==> config.mk <==
export PLATFORM = sky130hd
export DESIGN_NAME = cordic_freq_est_flat
export DESIGN_NICKNAME = d
export VERILOG_FILES = /design/src/rtl/cordic_pkg.sv /design/src/rtl/cordic_freq_est_if.sv /design/src/rtl/angle_diff_wrap.sv /design/src/rtl/cordic_freq_est.sv /design/src/flat_wrapper.sv
export SDC_FILE = /design/constraint.sdc
export NUM_CORES = 1
export LEC_CHECK = 0
export ABC_AREA = 0
export BUFFER_PORTS_ARGS = -buffer_cell sky130_fd_sc_hd__buf_2
export CAP_MARGIN = 40
export CELL_PAD_IN_SITES_DETAIL_PLACEMENT = 0
export CELL_PAD_IN_SITES_GLOBAL_PLACEMENT = 2
export CORE_ASPECT_RATIO = 0.8
export CORE_MARGIN = 4
export CORE_UTILIZATION = 41
export CTS_BUF_LIST = sky130_fd_sc_hd__clkbuf_8 sky130_fd_sc_hd__clkbuf_16
export CTS_CLUSTER_SIZE = 8
export DETAILED_ROUTE_END_ITERATION = 10
export HOLD_SLACK_MARGIN = 0.12
export PLACE_DENSITY = 0.86
export SKIP_LAST_GASP = 1
export SYNTH_ARGS = -nofsm -noshare
export SYNTH_HDL_FRONTEND = slang
export SYNTH_HIERARCHICAL = 1
export SYNTH_SLANG_ARGS = --single-unit
==> constraint.sdc <==
create_clock -name I_clk -period 3.4 [get_ports I_clk]
set_input_delay 0.34 -clock I_clk [delete_from_list [all_inputs] [get_ports I_clk]]
set_output_delay 0.34 -clock I_clk [all_outputs]
set_load 0.03 [all_outputs]
==> src/rtl/cordic_pkg.sv <==
// Constants and helpers shared by the CORDIC angle stage and the blocks downstream of it.
// Angles are signed two's complement, with pi mapped to round(pi * 2^(width-3)).
package cordic_pkg;

    typedef enum logic {
        ST_EMPTY = 1'b0,
        ST_RUN   = 1'b1
    } state_e;

    // pi * 2^29, rounded; rescaled below to any angle width from 3 to 32
    localparam logic [63:0] C_PI_Q29 = 64'd1686629713;

    function automatic int F_pi_const(input int width);
        logic [63:0] r;
        r = (C_PI_Q29 + (64'd1 << (31 - width))) >> (32 - width);
        return int'(r);
    endfunction

    function automatic int F_two_pi_const(input int width);
        return 2 * F_pi_const(width);
    endfunction

    // Internal CORDIC datapath width: the angle width plus guard bits
    function automatic int F_cal_width(input int width);
        return width + $clog2(width) + 2;
    endfunction

endpackage

==> src/rtl/cordic_freq_est_if.sv <==
// Angle-sample in / frequency-result out bundle for cordic_freq_est.
// Strobe semantics: there is no ready. A sample is taken in every cycle in which I_angle_v is high.
// Each O_*_v output is a one-cycle pulse that qualifies its data, and the data holds between pulses.
interface cordic_freq_est_if #(parameter int W = 16);
    logic signed [W-1:0] I_angle;
    logic                I_angle_v;
    logic                I_clr;
    logic signed [W-1:0] O_dphase;
    logic                O_dphase_v;
    logic signed [W-1:0] O_freq;
    logic                O_freq_v;

    modport master (
        output I_angle, I_angle_v, I_clr,
        input  O_dphase, O_dphase_v, O_freq, O_freq_v
    );
    modport slave (
        input  I_angle, I_angle_v, I_clr,
        output O_dphase, O_dphase_v, O_freq, O_freq_v
    );
endinterface

==> src/rtl/angle_diff_wrap.sv <==
// Two-stage registered angle difference I_a - I_b, wrapped into (-pi, pi].
// I_flush drops any difference in flight and does not touch the data registers.
module angle_diff_wrap
    import cordic_pkg::*;
#(
    parameter int C_ANGLE_WIDTH = 16
) (
    input  logic                            I_clk,
    input  logic                            I_rst,
    input  logic                            I_flush,
    input  logic signed [C_ANGLE_WIDTH-1:0] I_a,
    input  logic signed [C_ANGLE_WIDTH-1:0] I_b,
    input  logic                            I_v,
    output logic signed [C_ANGLE_WIDTH-1:0] O_d,
    output logic                            O_d_v
);
    localparam int W        = C_ANGLE_WIDTH;
    localparam int PI_I     = F_pi_const(W);
    localparam int TWO_PI_I = F_two_pi_const(W);
    localparam logic signed [W:0] PI     = PI_I[W:0];
    localparam logic signed [W:0] NEG_PI = -PI;
    localparam logic [W-1:0]      TWO_PI_W = TWO_PI_I[W-1:0];

    logic signed [W:0]   raw_q;
    logic                raw_v_q;
    logic signed [W-1:0] wrap;

    always_ff @(posedge I_clk or posedge I_rst) begin
        if (I_rst) begin
            raw_q   <= '0;
            raw_v_q <= 1'b0;
        end else begin
            raw_v_q <= I_v & ~I_flush;
            if (I_v)
                raw_q <= {I_a[W-1], I_a} - {I_b[W-1], I_b};
        end
    end

    // The corrected result always fits W bits, so modulo-2^W low-bit arithmetic is exact
    always_comb begin
        wrap = raw_q[W-1:0];
        if (raw_q > PI)
            wrap = raw_q[W-1:0] - TWO_PI_W;
        else if (raw_q <= NEG_PI)
            wrap = raw_q[W-1:0] + TWO_PI_W;
    end

    always_ff @(posedge I_clk or posedge I_rst) begin
        if (I_rst) begin
            O_d   <= '0;
            O_d_v <= 1'b0;
        end else begin
            O_d_v <= raw_v_q & ~I_flush;
            if (raw_v_q & ~I_flush)
                O_d <= wrap;
        end
    end
endmodule

==> src/rtl/cordic_freq_est.sv <==
// Phase-differencing frequency estimator: wrapped per-sample increment plus the
// average of each block of 2^C_AVG_LOG2 increments.
module cordic_freq_est
    import cordic_pkg::*;
#(
    parameter int C_ANGLE_WIDTH = 16,
    parameter int C_AVG_LOG2    = 4
) (
    input  logic               I_clk,
    input  logic               I_rst,
    cordic_freq_est_if.slave   bus,
    output state_e             O_state
);
    localparam int W     = C_ANGLE_WIDTH;
    localparam int ACC_W = W + C_AVG_LOG2;

    state_e                  state_q, state_d;
    logic signed [W-1:0]     ref_q;
    logic                    diff_v;
    logic signed [W-1:0]     dphase;
    logic                    dphase_v;
    logic signed [ACC_W-1:0] acc_q, acc_sum;
    logic [C_AVG_LOG2-1:0]   cnt_q;
    logic signed [W-1:0]     freq_q;
    logic                    freq_v_q;

    always_ff @(posedge I_clk or posedge I_rst) begin
        if (I_rst) state_q <= ST_EMPTY;
        else       state_q <= state_d;
    end

    // A sample that arrives together with a clear still becomes the new reference
    always_comb begin
        state_d = state_q;
        if (bus.I_angle_v)  state_d = ST_RUN;
        else if (bus.I_clr) state_d = ST_EMPTY;
    end

    always_comb begin
        diff_v  = bus.I_angle_v & ~bus.I_clr & (state_q == ST_RUN);
        O_state = state_q;
    end

    always_ff @(posedge I_clk or posedge I_rst) begin
        if (I_rst)               ref_q <= '0;
        else if (bus.I_angle_v)  ref_q <= bus.I_angle;
        else if (bus.I_clr)      ref_q <= '0;
    end

    angle_diff_wrap #(.C_ANGLE_WIDTH(W)) u_diff (
        .I_clk   (I_clk),
        .I_rst   (I_rst),
        .I_flush (bus.I_clr),
        .I_a     (bus.I_angle),
        .I_b     (ref_q),
        .I_v     (diff_v),
        .O_d     (dphase),
        .O_d_v   (dphase_v)
    );

    assign acc_sum = acc_q + {{C_AVG_LOG2{dphase[W-1]}}, dphase};

    // Taking the upper W bits of the block sum is the arithmetic shift right by C_AVG_LOG2
    always_ff @(posedge I_clk or posedge I_rst) begin
        if (I_rst) begin
            acc_q    <= '0;
            cnt_q    <= '0;
            freq_q   <= '0;
            freq_v_q <= 1'b0;
        end else begin
            freq_v_q <= 1'b0;
            if (bus.I_clr) begin
                acc_q <= '0;
                cnt_q <= '0;
            end else if (dphase_v) begin
                if (&cnt_q) begin
                    freq_q   <= acc_sum[ACC_W-1:C_AVG_LOG2];
                    freq_v_q <= 1'b1;
                    acc_q    <= '0;
                    cnt_q    <= '0;
                end else begin
                    acc_q <= acc_sum;
                    cnt_q <= cnt_q + C_AVG_LOG2'(1);
                end
            end
        end
    end

    assign bus.O_dphase   = dphase;
    assign bus.O_dphase_v = dphase_v;
    assign bus.O_freq     = freq_q;
    assign bus.O_freq_v   = freq_v_q;
endmodule

==> src/flat_wrapper.sv <==
// flat-port wrapper written by rule: the top's interface ports become plain ports
module cordic_freq_est_flat import cordic_pkg::*;
#(
    parameter int C_ANGLE_WIDTH = 16,
    parameter int C_AVG_LOG2    = 4
)
  (I_clk, I_rst, O_state, bus_I_angle, bus_I_angle_v, bus_I_clr, bus_O_dphase, bus_O_dphase_v, bus_O_freq, bus_O_freq_v);
  cordic_freq_est_if #(.W((16))) bus_i ();
  input  logic I_clk;
  input  logic I_rst;
  output state_e O_state;
  input wire logic [$bits(bus_i.I_angle)-1:0] bus_I_angle;
  input wire logic [$bits(bus_i.I_angle_v)-1:0] bus_I_angle_v;
  input wire logic [$bits(bus_i.I_clr)-1:0] bus_I_clr;
  output wire logic [$bits(bus_i.O_dphase)-1:0] bus_O_dphase;
  output wire logic [$bits(bus_i.O_dphase_v)-1:0] bus_O_dphase_v;
  output wire logic [$bits(bus_i.O_freq)-1:0] bus_O_freq;
  output wire logic [$bits(bus_i.O_freq_v)-1:0] bus_O_freq_v;
  assign bus_i.I_angle = bus_I_angle;
  assign bus_i.I_angle_v = bus_I_angle_v;
  assign bus_i.I_clr = bus_I_clr;
  assign bus_O_dphase = bus_i.O_dphase;
  assign bus_O_dphase_v = bus_i.O_dphase_v;
  assign bus_O_freq = bus_i.O_freq;
  assign bus_O_freq_v = bus_i.O_freq_v;
  cordic_freq_est #(.C_ANGLE_WIDTH(C_ANGLE_WIDTH), .C_AVG_LOG2(C_AVG_LOG2)) u_core (.I_clk(I_clk), .I_rst(I_rst), .bus(bus_i), .O_state(O_state));
endmodule
=== After elaboration in Yosys (flattened, before gate mapping) ===
Cells that the tools add are included.
W data, S select, Z words.

* Register bits: 93

* Add/subtract/negate cells: 5
* Bitwise gates (word level): 5
* Reduce and logical (&&, ||, !) cells: 4
* Muxes and demuxes: 15
* Magnitude comparators: 2

{| class="wikitable"
|+ Operators with widths
! cell !! count
|-
| $mux W16 || 4
|-
| $mux W20 || 3
|-
| $add A20 B20 Y20 || 1
|-
| $gt A17 B16 Y1 const B || 1
|-
| $le A17 B16 Y1 const B || 1
|-
| $sub A16 B16 Y17 || 1
|-
| $add A16 B16 Y16 const B || 1
|-
| $sub A16 B16 Y16 const B || 1
|-
| $mux W4 || 3
|-
| $reduce_and A6 Y1 || 1
|-
| $mux W1 || 5
|-
| $add A4 B1 Y4 const B || 1
|-
| $and A1 B1 Y1 || 4
|-
| $reduce_and A4 Y1 || 1
|-
| $reduce_bool A2 Y1 || 2
|-
| $not A1 Y1 || 1
|}

=== Longest topological paths before layout ===
* Word-level depth: 4
* Mapped depth: 10
* Gate-level depth less buffers: 10

=== Hierarchy ===
The synthesis kept the hierarchy.

{| class="wikitable"
|+ Modules (own cells, without submodules)
! module !! cells each !! area each (µm²) !! seq. area each (µm²) !! instances
|-
| cordic_freq_est || 308 || 3189.3 || 1451.4 || 1
|-
| angle_diff_wrap || 344 || 2835.2 || 875.8 || 1
|}

=== Least setup slack after synthesis ===
No wires, ideal clock.

* Path type: register to register
* Start point: register u_core.u_diff.O_d[0]
* End point: register u_core.freq_q[14], in the netlist u_core/bus.O_freq[14]
* Arrival time: 2.335 ns
* Stages on the path, launching flop included: 11
* Period minus slack after synthesis: 2.459 ns
* Buffers on the path: 0
* Slack: 0.941 ns
* Cells stage by stage: dfrtp_1 -> ha_1 -> inv_1 -> fa_1 -> inv_1 -> a21o_1 -> a41o_2 -> a31oi_4 -> o31ai_1 -> xor2_1 -> mux2_2

* Cells in the longest elaborated chain, start to end: 1

{| class="wikitable"
|+ RTL lines
! element !! RTL line !! text
|-
| start, declared || angle_diff_wrap.sv:14 || <nowiki>output logic signed [C_ANGLE_WIDTH-1:0] O_d,</nowiki>
|-
| start signal, assigned || angle_diff_wrap.sv:55 || <nowiki>O_d <= wrap;</nowiki>
|-
| $add A20 B20 Y20 || cordic_freq_est.sv:61 || <nowiki>assign acc_sum = acc_q + {{C_AVG_LOG2{dphase[W-1]}}, dphase};</nowiki>
|-
| end signal, assigned || cordic_freq_est.sv:77 || <nowiki>freq_q <= acc_sum[ACC_W-1:C_AVG_LOG2];</nowiki>
|-
| end, declared || cordic_freq_est.sv:24 || <nowiki>logic signed [W-1:0] freq_q;</nowiki>
|}

Every way passes these cells.
A chain may end at the register's enable or synchronous reset.

=== Worst setup path after layout ===
* Start point: register u_core.u_diff.raw_q[4]
* End point: register u_core.u_diff.O_d[14]

* Cells in the longest elaborated chain, start to end: 3

{| class="wikitable"
|+ RTL lines
! element !! RTL line !! text
|-
| start, declared || angle_diff_wrap.sv:24 || <nowiki>logic signed [W:0] raw_q;</nowiki>
|-
| start signal, assigned || angle_diff_wrap.sv:35 || <nowiki>raw_q <= {I_a[W-1], I_a} - {I_b[W-1], I_b};</nowiki>
|-
| $add A16 B16 Y16 or $le A17 B16 Y1 (tied branches) || angle_diff_wrap.sv:45, angle_diff_wrap.sv:44 ||
|-
| $mux W16 || angle_diff_wrap.sv:44 || <nowiki>else if (raw_q <= NEG_PI)</nowiki>
|-
| $mux W16 (*) || angle_diff_wrap.sv:42 || <nowiki>if (raw_q > PI)</nowiki>
|}

Every way passes the cells marked *; elsewhere a longest branch is shown, timed or not.

==> flow_metrics.tcl <==
set metrics [dict create \
    clock_sinks 93 \
    layout.nets 758 \
    grt_remaining_overflow 0 \
    synth_compound_area_frac 0.2195 \
    maxCapViolations 0 \
    finalSetupTns_ns 0 \
    diodes 0 \
    final_hold_viol_count 0 \
    design_area_um2 6788 \
    dp_slack_ns 0.9241 \
    peakVddDrop_v 0.0003234 \
    maxSlewHeadroom 0.4722 \
    criticalPathCategory "flip-flop to flip-flop" \
    final.fill_count 1441 \
    stdcell_count 886 \
    ios 55 \
    synthAdderAreaFrac 0.08764 \
    setup_slack_ns 0.8615 \
    dpl-instance-area_um2 6467 \
    leakage_nw 3.221 \
    routed-wl-met2_um 6265 \
    initial_core_util 0.4199 \
    crit_path_start_kind "flip-flop" \
    fp-row-count 39 \
    min_from "bus_I_angle[9]" \
    firstDrtPassIters 5 \
    core_um2 14350 \
    critPathMaxFanout 15 \
    synth_ff_type "dfrtp_1" \
    numPlacedInstances 869 \
    die-area_um2 16710 \
    synth_xor_xnor_area_share 0.04216 \
    synth-simple-area-share 0.1634 \
    antenna_found_initial 0 \
    finalSetupViolations 0 \
    die_h_um 116.4 \
    syn_inst 652 \
    clk_pin_slew_worst_paths_ns 0.06 \
    wl_met3_um 777 \
    vias_per_cell 5.674 \
    async_flop_share 1.000 \
    fin_crit_ns 2.538 \
    clk-insertion-delay-late_ns 0.35 \
    finClkSkew_ns 0.01017 \
    end_kind "flip-flop" \
    clockBufferDepth 2 \
    p_per_area_nw_per_um2 606.9 \
    crit_arrival_ns 2.82 \
    ctsResizeCount 0 \
    yosysTopAreaCell "dfrtp_1" \
    yosysUniqueCellTypes 75 \
    yosysMostFrequentCell "dfrtp_1" \
    wl_per_cell_um 16.91 \
    grt_pass1_vias 4835 \
    timing.fmax_mhz 393.9 \
    htree_levels 3 \
    portBuffers 54 \
    routed_wl_um 14980 \
    num_vias 5027 \
    drc 0 \
    hold_path_class "input pin to flip-flop" \
    grtUsageTotal 0.1891 \
    yosys-top-cells-area "dfrtp_1 39%, ha_1 8.1%, nand2_1 5.1%" \
    cp.required_ns 3.68 \
    grt_pass1_wl_um 25170 \
    syn_to_final_growth_pct 12.67 \
    route.layer.met1.wl_um 7799 \
    synth_top_family_by_area "compound AO/OA/AOI/OAI gates" \
    dr.first_iter.drc_count 364 \
    synth_edf_count 0 \
    synth_area_per_cell_um2 9.240 \
    netlist_area_um2 6025 \
    yosys_warnings 6 \
    post_cts.repair.setup_buffers 0 \
    utilization 0.4731 \
    die_x_um 143.5 \
    synthTopCellsByCount "93 x dfrtp_1, 82 x nand2_1, 40 x a21oi_1, 40 x nor2_1, 39 x ha_1" \
    critPathLaunch "u_core/u_diff/raw_q[4]$_DFFE_PP0P_" \
    grt_max_degree 42 \
    syn_nets 713 \
    r2r_start "u_core/u_diff/raw_q[4]$_DFFE_PP0P_" \
    dp_hpwl_um 11210 \
    cts-root-buf "clkbuf_16" \
    synth_seq_cells 93 \
    rsz0062_at_grt "false" \
    tightest_slew_ns 0.7918 \
    synth_top_area_share 0.3863 \
    gp_congestion 0.8820 \
    period_share 0.7466 \
    ant_nets 0 \
    tritoncts "done" \
    synth_mux_area_frac 0.05337 \
    drv_slew 0 \
    yosysSeqAreaShare 0.3863 \
    holdBufCountCts 1 \
    highest_layer "met4" \
    outcome "finished clean" \
    drive_gt1_frac 0.1738 \
    cts_buffers 9 \
]
through the flow:
step | total power [mW] | hold WS (ns)
detailed placement | 3.077 | 0.3715
floorplan | 2.670 | 0.4007
global route | 4.421 | 0.2197
global placement | 3.055 | 0.3620
finish | 4.120 | 0.2214
CTS | 4.160 | 0.2098
cell families (layout without fill, tap and decap cells):
group                      Yosys count  after routing
AOI/OAI and AO/OA                  184            184
buffers and inverters               70            120
xor gates and xnor gates            29             29
DFF                                 93             93
and+or+nand+nor                    206            206
adders and majority gates           41             41
muxes                               29             29
flip-flops by register name (all words and copies together) (netlist names):
register and count:
u_core/acc_q 20, u_core/u_diff/raw_q 17, u_core/bus.O_freq 16, u_core/ref_q 16, u_core/u_diff/O_d 16, u_core/cnt_q 4, u_core/O_state 1, u_core/bus.O_freq_v 1
u_core/u_diff/O_d_v 1, u_core/u_diff/raw_v_q 1
layout by cell type, fill, tap and decap left out, types with 7 or more instances in the layout:
cell type and n:
clkbuf_16 9, mux2_2 21, a21o_1 11, xor2_1 16
o21ai_0 30, buf_4 12, dfrtp_1 93, inv_1 36
nand2_1 82, a22o_1 23, buf_2 54, nor2_1 40
ha_1 39, xnor2_1 13, nand4_1 9, o21ai_1 7
nand3_1 25, a21oi_1 40, mux2i_1 7
worst paths after layout:
kind	slack, ns	cells past startpoint	to
setup / recovery	0.86	8	u_core/u_diff/O_d[14]$_DFFE_PP0P_
hold / removal	0.22	3	u_core/ref_q[9]$_DFFE_PP0P_
setup reg to reg	0.86	8	u_core/u_diff/O_d[14]$_DFFE_PP0P_
hold reg to reg	0.50	1	u_core/ref_q[4]$_DFFE_PP0P_
max in group asynchronous	1.98	4	u_core/acc_q[12]$_DFFE_PP0P_
min in group asynchronous	0.54	3	u_core/ref_q[0]$_DFFE_PP0P_
critical path: stages, from the launching register on:
cell and delay [ns]:
dfrtp_1 0.53, inv_1 0.15, ha_1 0.22, and3b_1 0.16, a21oi_1 0.26, o21a_1 0.58, o31ai_1 0.22, o31a_1 0.28
nand3_1 0.07
power breakdown:
part / switching (mW) / internal [mW] / total (mW)
logic: 0.943 / 0.550 / 1.49
clock network: 0.455 / 0.597 / 1.05
registers: 0.298 / 1.28 / 1.58
routing by layer:
layer	GRT usage	vias up
met5	0	-
met4	0.04078	0
met3	0.04011	11
met2	0.2765	124
met1	0.2879	2429
li1	-	2463
layout make-up:
cell class | count | area, um2 | area share
Clock buffer | 10 | 239.0 | 0.03521
Clock inverter | 6 | 71.32 | 0.01051
Inverter | 37 | 138.9 | 0.02046
Multi-Input combinational cell | 489 | 3411 | 0.5025
Sequential cell | 93 | 2327 | 0.3429
Tap cell | 184 | 230.2 | 0.03392
Timing Repair Buffer | 67 | 370.4 | 0.05456
No activity file was read; power rests on OpenSTA's default activity.
